`config.mk`:
```
export PLATFORM = sky130hd
export DESIGN_NAME = sdram_cpu_port_flat
export DESIGN_NICKNAME = d
export VERILOG_FILES = /design/src/rtl/sdram_cpu_port_if.sv /design/src/rtl/sdram_cpu_port.sv /design/src/flat_wrapper.sv
export SDC_FILE = /design/constraint.sdc
export NUM_CORES = 1
export LEC_CHECK = 0
export CAP_MARGIN = 30
export CORE_MARGIN = 2
export CORE_UTILIZATION = 50
export DETAILED_ROUTE_END_ITERATION = 16
export PLACE_DENSITY = 0.86
export SETUP_SLACK_MARGIN = 0.1
export SYNTH_ARGS = -nofsm -noshare
export SYNTH_HDL_FRONTEND = slang
export SYNTH_SLANG_ARGS = --single-unit
```
`constraint.sdc`:
```
create_clock -name clk -period 3.4 [get_ports clk]
set_input_delay 0.34 -clock clk [delete_from_list [all_inputs] [get_ports clk]]
set_output_delay 0.34 -clock clk [all_outputs]
set_load 0.005 [all_outputs]
```
`src/rtl/sdram_cpu_port_if.sv`:
```
// CPU strobe bus and SDRAM controller handshake for sdram_cpu_port.
// master: the port block itself; slave: the CPU decoder plus controller side.
interface sdram_cpu_port_if;
    logic [24:0] cpu_addr;
    logic [7:0]  cpu_din;
    logic        cpu_rd;
    logic        cpu_wr;
    logic [7:0]  cpu_dout;
    logic        cpu_ack;
    logic        cpu_busy;
    logic        timeout;
    logic [24:0] sd_addr;
    logic [7:0]  sd_din;
    logic        sd_rd;
    logic        sd_we;
    logic [7:0]  sd_dout;
    logic        sd_ready;

    modport master (
        input  cpu_addr, cpu_din, cpu_rd, cpu_wr, sd_dout, sd_ready,
        output cpu_dout, cpu_ack, cpu_busy, timeout, sd_addr, sd_din, sd_rd, sd_we
    );

    modport slave (
        output cpu_addr, cpu_din, cpu_rd, cpu_wr, sd_dout, sd_ready,
        input  cpu_dout, cpu_ack, cpu_busy, timeout, sd_addr, sd_din, sd_rd, sd_we
    );
endinterface

```
`src/rtl/sdram_cpu_port.sv`:
```
// CPU-side initiator for the SDRAM controller rd/we/ready handshake, with a one-deep
// pending slot and a watchdog. Define SDRAM_CPU_PORT_WPOST_EN to enable posted writes.
module sdram_cpu_port #(
    parameter int unsigned GUARD_CYCLES = 2,
    parameter int unsigned TIMEOUT      = 63
) (
    input  logic             clk,
    input  logic             init,
    sdram_cpu_port_if.master bus
);
    localparam int unsigned GW = (GUARD_CYCLES > 1) ? $clog2(GUARD_CYCLES) : 1;

`ifdef SDRAM_CPU_PORT_WPOST_EN
    localparam bit WPOST = 1'b1;
`else
    localparam bit WPOST = 1'b0;
`endif

    typedef enum logic [2:0] {
        S_IDLE,
        S_ISSUE,
        S_GUARD,
        S_WAIT,
        S_RELEASE
    } state_t;

    state_t        state_q;
    logic          slot_full_q;
    logic          slot_we_q;
    logic [24:0]   slot_addr_q;
    logic [7:0]    slot_din_q;
    logic          req_we_q;
    logic [GW-1:0] guard_q;
    logic [5:0]    wdog_q;
    logic [5:0]    wdog_d;
    logic [24:0]   sd_addr_q;
    logic [7:0]    sd_din_q;
    logic          sd_rd_q;
    logic          sd_we_q;
    logic [7:0]    cpu_dout_q;
    logic          cpu_ack_q;
    logic          timeout_q;
    logic          accept;
    logic          wait_done;
    logic          posted_req;

    always_comb begin
        accept     = !slot_full_q && (bus.cpu_rd || bus.cpu_wr);
        wdog_d     = (wdog_q == 6'h3F) ? wdog_q : wdog_q + 6'd1;
        wait_done  = bus.sd_ready || (wdog_d == 6'(TIMEOUT));
        posted_req = WPOST && req_we_q;
    end

    // NOTE: all state below is assigned with <= so every branch sees pre-edge values.
    always_ff @(posedge clk) begin
        if (init) begin
            state_q     <= S_IDLE;
            slot_full_q <= 1'b0;
            slot_we_q   <= 1'b0;
            slot_addr_q <= '0;
            slot_din_q  <= '0;
            req_we_q    <= 1'b0;
            guard_q     <= '0;
            wdog_q      <= '0;
            sd_addr_q   <= '0;
            sd_din_q    <= '0;
            sd_rd_q     <= 1'b0;
            sd_we_q     <= 1'b0;
            cpu_dout_q  <= 8'hFF;
            cpu_ack_q   <= 1'b0;
            timeout_q   <= 1'b0;
        end else begin
            cpu_ack_q <= 1'b0;

            // A simultaneous rd+wr is recorded as a write.
            if (accept) begin
                slot_full_q <= 1'b1;
                slot_we_q   <= bus.cpu_wr;
                slot_addr_q <= bus.cpu_addr;
                slot_din_q  <= bus.cpu_din;
                if (WPOST && bus.cpu_wr) cpu_ack_q <= 1'b1;
            end

            case (state_q)
                S_IDLE: begin
                    if (slot_full_q && bus.sd_ready) begin
                        sd_addr_q <= slot_addr_q;
                        sd_din_q  <= slot_din_q;
                        sd_we_q   <= slot_we_q;
                        sd_rd_q   <= !slot_we_q;
                        req_we_q  <= slot_we_q;
                        state_q   <= S_ISSUE;
                    end
                end
                S_ISSUE: begin
                    slot_full_q <= 1'b0;
                    guard_q     <= '0;
                    wdog_q      <= '0;
                    state_q     <= S_GUARD;
                end
                S_GUARD: begin
                    // sd_ready may still reflect the previous access until the guard expires.
                    if (guard_q == GW'(GUARD_CYCLES - 1)) state_q <= S_WAIT;
                    else guard_q <= guard_q + 1'b1;
                end
                S_WAIT: begin
                    if (wait_done) begin
                        sd_rd_q <= 1'b0;
                        sd_we_q <= 1'b0;
                        state_q <= S_RELEASE;
                        if (!posted_req) cpu_ack_q <= 1'b1;
                        if (bus.sd_ready) begin
                            if (!req_we_q) cpu_dout_q <= bus.sd_dout;
                        end else begin
                            timeout_q <= 1'b1;
                            if (!posted_req) cpu_dout_q <= 8'hFF;
                        end
                    end else begin
                        wdog_q <= wdog_d;
                    end
                end
                S_RELEASE: state_q <= S_IDLE;
                default:   state_q <= S_IDLE;
            endcase
        end
    end

    assign bus.sd_addr  = sd_addr_q;
    assign bus.sd_din   = sd_din_q;
    assign bus.sd_rd    = sd_rd_q;
    assign bus.sd_we    = sd_we_q;
    assign bus.cpu_dout = cpu_dout_q;
    assign bus.cpu_ack  = cpu_ack_q;
    assign bus.cpu_busy = slot_full_q;
    assign bus.timeout  = timeout_q;
endmodule
```
`src/flat_wrapper.sv`:
```
// flat-port wrapper written by rule: the top's interface ports become plain ports
module sdram_cpu_port_flat 
#(
    parameter int unsigned GUARD_CYCLES = 2,
    parameter int unsigned TIMEOUT      = 63
)
  (clk, init, bus_cpu_addr, bus_cpu_din, bus_cpu_rd, bus_cpu_wr, bus_sd_dout, bus_sd_ready, bus_cpu_dout, bus_cpu_ack, bus_cpu_busy, bus_timeout, bus_sd_addr, bus_sd_din, bus_sd_rd, bus_sd_we);
  sdram_cpu_port_if bus_i ();
  input  logic clk;
  input  logic init;
  input wire logic [$bits(bus_i.cpu_addr)-1:0] bus_cpu_addr;
  input wire logic [$bits(bus_i.cpu_din)-1:0] bus_cpu_din;
  input wire logic [$bits(bus_i.cpu_rd)-1:0] bus_cpu_rd;
  input wire logic [$bits(bus_i.cpu_wr)-1:0] bus_cpu_wr;
  input wire logic [$bits(bus_i.sd_dout)-1:0] bus_sd_dout;
  input wire logic [$bits(bus_i.sd_ready)-1:0] bus_sd_ready;
  output wire logic [$bits(bus_i.cpu_dout)-1:0] bus_cpu_dout;
  output wire logic [$bits(bus_i.cpu_ack)-1:0] bus_cpu_ack;
  output wire logic [$bits(bus_i.cpu_busy)-1:0] bus_cpu_busy;
  output wire logic [$bits(bus_i.timeout)-1:0] bus_timeout;
  output wire logic [$bits(bus_i.sd_addr)-1:0] bus_sd_addr;
  output wire logic [$bits(bus_i.sd_din)-1:0] bus_sd_din;
  output wire logic [$bits(bus_i.sd_rd)-1:0] bus_sd_rd;
  output wire logic [$bits(bus_i.sd_we)-1:0] bus_sd_we;
  assign bus_i.cpu_addr = bus_cpu_addr;
  assign bus_i.cpu_din = bus_cpu_din;
  assign bus_i.cpu_rd = bus_cpu_rd;
  assign bus_i.cpu_wr = bus_cpu_wr;
  assign bus_i.sd_dout = bus_sd_dout;
  assign bus_i.sd_ready = bus_sd_ready;
  assign bus_cpu_dout = bus_i.cpu_dout;
  assign bus_cpu_ack = bus_i.cpu_ack;
  assign bus_cpu_busy = bus_i.cpu_busy;
  assign bus_timeout = bus_i.timeout;
  assign bus_sd_addr = bus_i.sd_addr;
  assign bus_sd_din = bus_i.sd_din;
  assign bus_sd_rd = bus_i.sd_rd;
  assign bus_sd_we = bus_i.sd_we;
  sdram_cpu_port #(.GUARD_CYCLES(GUARD_CYCLES), .TIMEOUT(TIMEOUT)) u_core (.clk(clk), .init(init), .bus(bus_i));
endmodule
```
# After elaboration in Yosys (flattened, before gate mapping)
# Index checks and enable logic that the tools add are counted.
[totals]
register_bits = 91
inputBits = 46
out_inout_bits = 46
elab_cells = 64
[op_classes]
addsub = 2
n_eq_ne = 10
mux = 17
bitwise = 2
reduce_logical = 18
[ops]
columns = ["operator", "n"]
rows = [
  ["8-bit two-way mux", 2],
  ["6-bit == test (second input constant)", 2],
  ["6-bit two-way mux", 2],
  ["3-bit case mux with 4 select lines", 1],
  ["6-bit case mux with 2 select lines", 1],
  ["3-bit AND reduction", 4],
  ["3-bit two-way mux", 3],
  ["6-bit by 1-bit adder with 6-bit output (second input constant)", 1],
  ["3-bit by 2-bit == test with 1-bit output (second input constant)", 2],
  ["2-bit by 1-bit inequality test with 1-bit output (second input constant)", 3],
  ["1-bit case mux with 2 select lines", 3],
  ["2-bit nonzero test", 3],
  ["1-bit two-way mux", 5],
  ["2-bit inequality test (second input constant)", 2],
  ["2-bit AND reduction", 2],
  ["2-bit OR reduction", 2],
  ["3-bit by 1-bit == test with 1-bit output (second input constant)", 1],
  ["3-bit logical NOT", 1],
  ["1-bit logical AND", 2],
  ["1-bit logical NOT", 2],
  ["1-bit logical OR", 2],
  ["1-bit NOT", 2],
  ["1-bit adder (second input constant)", 1],
]

# Logic depth before layout (Yosys ltp)
# Gate-level depths: netlist of run 1.
[depth]
ltp_word = 6
depth_mapped = 8
mapped_depth_nobuf = 7

# Least setup slack after synthesis of run 1
# No wires, ideal clock.
[synth_path]
path_type = "reg2reg"
start = "reg u_core.wdog_q[0]"
end = "reg u_core.sd_we_q (netlist: u_core.bus.sd_we)"
setup_ns = 0.132
arrival_time_ns = 1.726
required_ns = 3.268
slack_ns = 1.542
stages_incl_launch_ff = 8
path_buffers = 1
period_less_slack_ns = 1.858
cell_sequence = "dfxtp_1 > ha_1 > nand3_4 > mux2_4 > o21a_1 > buf_6 > o31ai_1 > a21oi_1"
[synth_via]
elab_chain_len = 6
elab_cells_between_ends = 7
cone_classes = "add/sub: 1; eq/ne: 3; mux: 1; reduce/logical: 2"
[synth_rtl]
columns = ["item", "line", "rtl"]
rows = [
  ["start: declaration", "sdram_cpu_port.sv:34", "logic [5:0] wdog_q;"],
  ["start signal: assignment", "sdram_cpu_port.sv:119", "wdog_q <= wdog_d;"],
  ["6-bit by 1-bit adder with 6-bit output or 6-bit == test (tied branches)", "sdram_cpu_port.sv:49", "wdog_d = (wdog_q == 6'h3F) ? wdog_q : wdog_q + 6'd1;"],
  ["6-bit two-way mux *", "sdram_cpu_port.sv:49", ""],
  ["6-bit == test *", "sdram_cpu_port.sv:50", "wait_done = bus.sd_ready || (wdog_d == 6'(TIMEOUT));"],
  ["1-bit logical OR *", "sdram_cpu_port.sv:50", ""],
  ["2-bit by 1-bit inequality test with 1-bit output (no line) *", "n/a", ""],
  ["3-bit AND reduction (no line) *", "n/a", ""],
  ["end signal: assignment", "sdram_cpu_port.sv:89", "sd_we_q <= slot_we_q;"],
  ["end: declaration", "sdram_cpu_port.sv:39", "logic sd_we_q;"],
]
# Every way passes the cells marked *; elsewhere a longest branch is shown, timed or not.
# A chain may end at the register's enable or synchronous reset.

# Worst setup path in the final report of run 1
# Same ends and word-level chain as after synthesis.

==> impl_metrics.tcl, run 1 <==
set metrics [dict create \
    status "completed" \
    fill_cells 536 \
    wl_per_cell_um 13.30 \
    start_util_pct 51.32 \
    die_h_um 87.05 \
    yosysTopAreaCell "dfxtp_1" \
    synth-compound-area-share_pct 17.42 \
    synthFlopType "dfxtp_1" \
    cts_hold_buf 0 \
    tns_ns 0 \
    synth.area.mux_share_pct 0.4354 \
    reg2reg_from "u_core.wdog_q[0]" \
    place_area_um2 4360 \
    netlist.area_leader.share_pct 52.83 \
    crit_required_ns 3.62 \
    cp-startpoint "u_core.wdog_q[0]" \
    layout.nets 563 \
    p_leak_nw 1.637 \
    pin_count 92 \
    p_per_area_nw_per_um2 560.9 \
    numPortBuffers 91 \
    hold_class "in -> reg" \
    drv_cap 0 \
    slew_headroom_pct 48.69 \
    synth_edf_count 0 \
    place.gp.congestion 0.8147 \
    synth_top_family_by_area "simple AND/OR/NAND/NOR gates" \
    grt_pass1_wl_mm 13.19 \
    die_x_um 87.05 \
    period_needed_ns 2.192 \
    finalHoldViolCount 0 \
    ys_types 41 \
    cts_tree "built" \
    post_cts_resized 0 \
    irDropWorstVdd_mv 0.3077 \
    yosys_warnings 0 \
    worst_pin_slew_ns 0.7663 \
    dr.first_iter.drc_count 243 \
    reg2reg_depth 6 \
    synth.area.top_cells "dfxtp_1, nand2_1, a21oi_1, nor2_1, clkbuf_1" \
    clockBufferDepth 2 \
    grt_max_degree 70 \
    fp-row-count 30 \
    crit_arrival_ns 2.41 \
    synth_xor_area_share_pct 0.2540 \
    grtUsageTotal_pct 21.64 \
    drc 0 \
    finalNonFillerCells 601 \
    cts-root-buf "clkbuf_8" \
    syn_nets 487 \
    regArea_um2 1822 \
    post_cts_buffers 0 \
    ant_nets 0 \
    startpoint_type "flop" \
    syn_area_per_cell_um2 7.837 \
    crit_path_end_kind "flop" \
    critPathCapture "u_core.bus.sd_we" \
    drive_gt1_share_pct 5.566 \
    min_from "init" \
    min_period_over_period_pct 64.46 \
    areaGrowthSynthToFinish_pct 32.95 \
    clk_latency_ns 0.34 \
    dp_hpwl_mm 5.346 \
    slew_viol_final 0 \
    diodes 0 \
    yosys.area_share.adder_pct 0.3628 \
    rsz0062_at_grt "no" \
    routed_wl_mm 7.996 \
    clock-sinks 91 \
    max_freq_ghz 0.4562 \
    fin_ws_ns 1.208 \
    cts.htree.levels 3 \
    layout_common_cells "nand2_1, dfxtp_1, clkdlybuf4s50_1" \
    worstSetupPathType "reg -> reg" \
    synth_simple_gate_area_share_pct 24.31 \
    yosys_register_bits 91 \
    vias_per_cell 5.293 \
    first_pass_iters 5 \
    final_common_cell "nand2_1" \
    synth-async-reset-ratio_pct 0 \
    reg2reg_to "u_core.bus.sd_we" \
    ys_seq_area_share_pct 52.83 \
    die-area_um2 7577 \
    ff2ff_setup_slack_ns 1.21 \
    synthCells 440 \
    gr-total-overflow 0 \
    syn_area_um2 3448 \
    skew_ns 0.007027 \
    cp_max_fo 9 \
    multiInputGateArea_um2 1480 \
    num_vias 3181 \
    place_ws_ns 1.126 \
    design_area_um2 4584 \
    setup_viol 0 \
    clk_pin_slew_ns 0.09 \
    dp_cells 585 \
    antenna_found_initial 0 \
    grt_pass1_vias 2966 \
    core_region_area_um2 6719 \
    cts_buffers 9 \
]
## through the flow
stage,hold slack (ns),util (%),power (mW)
5_1_grt,0.4141,68.23,2.702
6_report,0.4166,68.23,2.572
4_1_cts,0.3993,68.23,2.584
2_1_floorplan,0.4321,-,1.591
3_5_place_dp,0.4459,64.90,1.788
3_3_place_gp,0.4359,64.90,1.770
## sequential cells by signal (all words and copies together) (netlist names), 3 cells and up
name,cells
u_core.slot_addr_q,25
u_core.bus.cpu_dout,8
u_core.slot_din_q,8
u_core.wdog_q,6
u_core.state_q,3
u_core.bus.sd_din,8
u_core.bus.sd_addr,25
## final cells by class
cell class	count	share of cell area, %
timing repair buffer	95	20.41
multi-input combinational	313	32.29
tap	80	2.183
sequential	91	39.74
clock buffer	9	2.702
clock inverter	7	2.183
inverter	6	0.4913
## cell families (layout without fill, tap and decap cells)
logic type               after synthesis  count (layout)
AND/OR/NAND/NOR                      202             202
flip-flops                            91              91
XOR/XNOR                               1               1
adder cells (fa/ha/maj)                1               1
buffers and inverters                 36             117
multiplexers                           1               1
AO/OA/AOI/OAI                        108             108
## where the power goes
part / switching (mW) / leakage, nW / internal (mW)
logic: 0.296 / 0.782 / 0.225
registers: 0.0800 / 0.741 / 1.17
clock network: 0.382 / 0.114 / 0.419
total: 0.758 / 1.64 / 1.81
## cell usage after synthesis (all sizes together), types with 3 or more instances
cell and instances:
dfxtp 91, o31ai 3, nand2 142, o21ai 9, nand3b 4, inv 6, clkbuf 21, nor3 7
a21oi 85, buf 9, nand3 8, nor2 29
## critical path, cell delays in order, from the launching register on
cell,delay (ns)
dfxtp_1,0.46
ha_1,0.35
nand3_4,0.14
mux2_4,0.35
o21a_1,0.31
o31ai_1,0.35
a21oi_1,0.11
## layer usage
layer  up-vias  part of all wire (%)  wire [um]  global-route usage, %
met4         0                   2.1        171                  9.801
li1       1608                     -          -                      -
met3        16                   3.9        313                  3.128
met5         -                     0          0                      0
met2       102                    52       4123                  37.13
met1      1455                    42       3388                  26.83
## worst min-delay path by stage
stage | endpoint | slack, ns | cells after the start
2_1_floorplan | u_core.bus.sd_addr[0] | 0.43 | 2
3_3_place_gp | u_core.bus.sd_addr[9] | 0.44 | 2
3_5_place_dp | u_core.bus.sd_din[4] | 0.45 | 2
4_1_cts | u_core.slot_din_q[1] | 0.40 | 2
5_1_grt | u_core.slot_din_q[1] | 0.41 | 2
6_report | u_core.bus.sd_din[4] | 0.42 | 2
Note: power is estimated with default switching activity, not from simulation.
==> run 2: changes to the inputs <==
Settings changed: CORE_UTILIZATION 50 to 48, PLACE_DENSITY 0.86 to 0.83.
Clock period 3.4 ns to 2.2 ns, I/O delays scaled along.
==> impl_metrics.tcl, run 2 (same netlist as run 1, synthesis figures left out) <==
set metrics [dict create \
    clock-sinks 91 \
    areaGrowthSynthToFinish_pct 33.89 \
    multiInputGateArea_um2 1484 \
    cp-startpoint "u_core.wdog_q[1]" \
    crit_path_end_kind "flop" \
    die_x_um 88.76 \
    antenna_found_initial 0 \
    whs_ns 0.3214 \
    irDropWorstVdd_mv 0.5091 \
    first_pass_iters 4 \
    core_region_area_um2 6869 \
    grt_pass1_vias 2937 \
    rsz0062_at_grt "no" \
    finalNonFillerCells 620 \
    drv_cap 0 \
    fill_cells 586 \
    skew_ns 0.006016 \
    ant_nets 0 \
    ff2ff_setup_slack_ns 0.20 \
    critPathCapture "u_core.wdog_q[5]" \
    cts_buffers 9 \
    startpoint_type "flop" \
    clk_latency_ns 0.35 \
    tns_ns 0 \
    cts-root-buf "clkbuf_8" \
    worst_pin_slew_ns 0.6652 \
    pin_count 92 \
    reg2reg_from "u_core.wdog_q[1]" \
    final_util_pct 67.21 \
    diodes 0 \
    p_per_area_nw_per_um2 836.6 \
    reg2reg_depth 7 \
    cts.htree.levels 3 \
    min_period_over_period_pct 90.92 \
    num_vias 3208 \
    wl_per_cell_um 13.25 \
    dp_hpwl_mm 5.586 \
    routed_wl_mm 8.218 \
    post_cts_buffers 0 \
    total_power_mw 3.862 \
    slew_headroom_pct 55.65 \
    crit_required_ns 2.48 \
    die-area_um2 7878 \
    start_util_pct 50.20 \
    finalHoldViolCount 0 \
    drc 0 \
    p_leak_nw 1.645 \
    max_freq_ghz 0.4999 \
    fp-row-count 30 \
    hold_class "in -> reg" \
    vias_per_cell 5.174 \
    period_needed_ns 2.000 \
    worstSetupPathType "reg -> reg" \
    cp_max_fo 8 \
    grt_max_degree 35 \
    dp_cells 606 \
    cts_hold_buf 0 \
    gr-total-overflow 0 \
    reg2reg_to "u_core.wdog_q[5]" \
    crit_arrival_ns 2.28 \
    place.gp.congestion 0.9453 \
    clockBufferDepth 2 \
    clk_pin_slew_ns 0.08 \
    numPortBuffers 91 \
    status "completed" \
    final_common_cell "nand2_1" \
    grt_pass1_wl_mm 13.22 \
    drive_gt1_share_pct 6.489 \
    grtUsageTotal_pct 21.56 \
    layout_common_cells "nand2_1, clkdlybuf4s50_1, dfxtp_1" \
    cts_tree "built" \
    setup_viol 0 \
    dr.first_iter.drc_count 198 \
    die_h_um 88.76 \
    layout.nets 568 \
    regArea_um2 1823 \
    slew_viol_final 0 \
]
[run 2: layer usage]
metal  up-vias  global-route usage, %  routed length, um
met1      1492                  27.08               3581
met4         0                  8.127                 82
met2        97                  35.62               4057
met5         -                      0                  0
li1       1611                      -                  -
met3         8                  5.597                497
[run 2: through the flow]
| stage | worst slack (ns) | cell area, um2 |
|---|---|---|
| after global routing | 0.1124 | 4617 |
| after global placement | 0.2383 | 4431 |
| after CTS | 0.1404 | 4612 |
| after floorplan | 0.3422 | 3448 |
| final | 0.1997 | 4617 |
| after detailed placement | 0.1675 | 4431 |
[run 2: cell type report]
| type | instances | area share (%) |
|---|---|---|
| multi-input cells | 313 | 32.14 |
| clock buffers | 11 | 3.062 |
| clock inverters | 3 | 0.8672 |
| well taps | 96 | 2.602 |
| repair buffers | 100 | 21.36 |
| inverters | 6 | 0.4878 |
| flip-flops and latches | 91 | 39.49 |
[run 2: what timing repair did]
item,in CTS,in global routing
resized for setup,0,3
hold endpoints to repair,0,0
setup endpoints to repair,0,15
[run 2: worst min path at each step]
stage                                 from                     end  cells after the start
floorplan                       bus_cpu_rd     u_core.bus.cpu_busy                      1
global placement    u_core.slot_addr_q[14]  u_core.bus.sd_addr[14]                      2
detailed placement    u_core.slot_din_q[0]    u_core.bus.sd_din[0]                      2
CTS                                   init      u_core.bus.timeout                      2
global route                          init      u_core.bus.timeout                      2
finish                                init      u_core.bus.timeout                      2
[run 2: where the power goes]
part	internal (mW)	switching (mW)
clock network	0.541	0.527
registers	1.81	0.126
logic	0.387	0.475
total	2.73	1.13
[run 2: worst max-delay path: stages (launching register included)]
cell     delay [ns]
dfxtp_1        0.43
ha_2           0.30
nor2b_1        0.07
a22o_1         0.26
a21oi_4        0.21
o21ai_2        0.16
or3_1          0.38
a21oi_1        0.12
==> run 3: changes to the inputs <==
Settings changed: CORE_UTILIZATION 48 to 50, CTS_BUF_LIST from default to sky130_fd_sc_hd__clkbuf_8, PLACE_DENSITY 0.83 to 0.86.
==> impl_metrics.tcl, run 3 (same netlist as run 1, synthesis figures left out) <==
set metrics [dict create \
    worst_pin_slew_ns 0.6620 \
    drv_cap 0 \
    critPathBufInv 0 \
    reg2reg_to "u_core.wdog_q[5]" \
    gr-total-overflow 0 \
    pin_count 92 \
    drive_gt1_share_pct 6.476 \
    slew_headroom_pct 55.87 \
    clockBufferDepth 2 \
    layout.nets 567 \
    ant_nets 0 \
    rsz0062_at_grt "no" \
    p_leak_nw 1.650 \
    crit_path_cell_trace "ha_4 -> nor2b_1 -> a22o_1 -> a21oi_4 -> o21ai_2 -> or3_1 -> a21oi_1" \
    reg2reg_from "u_core.wdog_q[0]" \
    first_pass_iters 4 \
    num_vias 3224 \
    diodes 0 \
    setup_viol 0 \
    fp-row-count 30 \
    critical_path.top_delay_family "compound AO/OA/AOI/OAI gates" \
    grtUsageTotal_pct 21.66 \
    die_h_um 87.05 \
    place_ws_ns 0.1486 \
    period_needed_ns 1.965 \
    finalHoldViolCount 0 \
    numPortBuffers 91 \
    fin_ws_ns 0.2353 \
    clock-sinks 91 \
    routed_wl_mm 8.225 \
    cts-root-buf "clkbuf_8" \
    critical_path.max_stage_delay_ns 0.49 \
    critPathCapture "u_core.wdog_q[5]" \
    antenna_found_initial 0 \
    cp.depth 7 \
    whs_ns 0.2208 \
    worstSetupPathType "reg -> reg" \
    wl_per_cell_um 13.60 \
    grt_max_degree 44 \
    ff2ff_setup_slack_ns 0.24 \
    die_x_um 87.05 \
    vias_per_cell 5.329 \
    skew_ns 0.01051 \
    slowest_stage "dfxtp_1" \
    cp_max_fo 8 \
    dr.first_iter.drc_count 166 \
    clk_latency_ns 0.35 \
    min_period_over_period_pct 89.30 \
    final_common_cell "nand2_1" \
    cts.htree.levels 3 \
    clk_pin_slew_ns 0.09 \
    status "completed" \
    p_per_area_nw_per_um2 877.4 \
    die-area_um2 7577 \
    finalNonFillerCells 605 \
    grt_pass1_wl_mm 12.99 \
    dp_hpwl_mm 5.537 \
    cp-startpoint "u_core.wdog_q[0]" \
    crit_path_end_kind "flop" \
    place.gp.congestion 0.8559 \
    hold_class "in -> reg" \
    startpoint_type "flop" \
    core_region_area_um2 6719 \
    grt_pass1_vias 2945 \
    tns_ns 0 \
    cts_tree "built" \
    cts_hold_buf 0 \
    cts_buffers 9 \
    start_util_pct 51.32 \
    layout_common_cells "nand2_1, dfxtp_1, clkdlybuf4s50_1" \
    irDropWorstVdd_mv 0.4893 \
    drc 0 \
    dp_cells 589 \
    slew_viol_final 0 \
    reg2reg_depth 7 \
    max_freq_ghz 0.5090 \
    areaGrowthSynthToFinish_pct 34.43 \
    crit_required_ns 2.48 \
    crit_arrival_ns 2.24 \
]
-- run 3: cell types whose count changed in the layout (fill, tap and decap cells not counted), sizes merged --
cell      before  now
clkinv         2    0
clkinvlp       0    2
inv            6    8
buf           10    9
bufinv         1    2
clkbuf        11   10
-- run 3: worst min path at each step --
stage	cells after the start	to	start	slack, ns
3_3_place_gp	2	u_core.bus.sd_addr[15]	u_core.slot_addr_q[15]	0.44
3_5_place_dp	2	u_core.bus.sd_addr[9]	u_core.slot_addr_q[9]	0.44
4_1_cts	2	u_core.slot_addr_q[23]	init	0.21
2_1_floorplan	1	u_core.bus.cpu_busy	bus_cpu_rd	0.34
6_report	2	u_core.slot_addr_q[23]	init	0.22
5_1_grt	2	u_core.bus.sd_addr[23]	init	0.23
-- run 3: per-layer routing --
| layer | GRT usage [%] | vias to the layer above | routed length [um] |
|---|---|---|---|
| met3 | 5.592 | 8 | 515 |
| met4 | 6.534 | 0 | 89 |
| met2 | 37.82 | 119 | 4167 |
| li1 | - | 1617 | - |
| met1 | 26.09 | 1480 | 3451 |
| met5 | 0 | - | 0 |
-- run 3: worst reg2reg max path, stage by stage, from the launching register on --
cell	delay [ns]
dfxtp_1	0.49
ha_4	0.23
nor2b_1	0.06
a22o_1	0.25
a21oi_4	0.21
o21ai_2	0.14
or3_1	0.38
a21oi_1	0.13
-- run 3: power by group --
| part | internal [mW] | switching, mW | leakage, nW |
|---|---|---|---|
| registers | 1.81 | 0.123 | 0.741 |
| clock network | 0.683 | 0.610 | 0.111 |
| logic | 0.369 | 0.475 | 0.798 |
| total | 2.86 | 1.21 | 1.65 |
-- run 3: timing repair --
action / 4_1_cts / 5_1_grt
buffers inserted: 0 / 0
endpoints found under the setup margin: 0 / 12
resized for setup: 0 / 2
-- run 3: final cells by class --
type	count	area [um2]
Multi-Input combinational cell	313	1493
Clock inverter	6	95.09
Sequential cell	91	1822
Tap cell	80	100.1
Fill cell	538	2083
Timing Repair Buffer	99	965.9
Inverter	6	22.52
Clock buffer	10	137.6
-- run 3: through the flow --
stage,power (mW),area (um2),util [%]
after global placement,2.769,4390,65.34
after global routing,4.268,4636,68.99
final,4.067,4636,68.99
after CTS,4.078,4623,68.81
after detailed placement,2.799,4390,65.34
after floorplan,2.459,3448,-
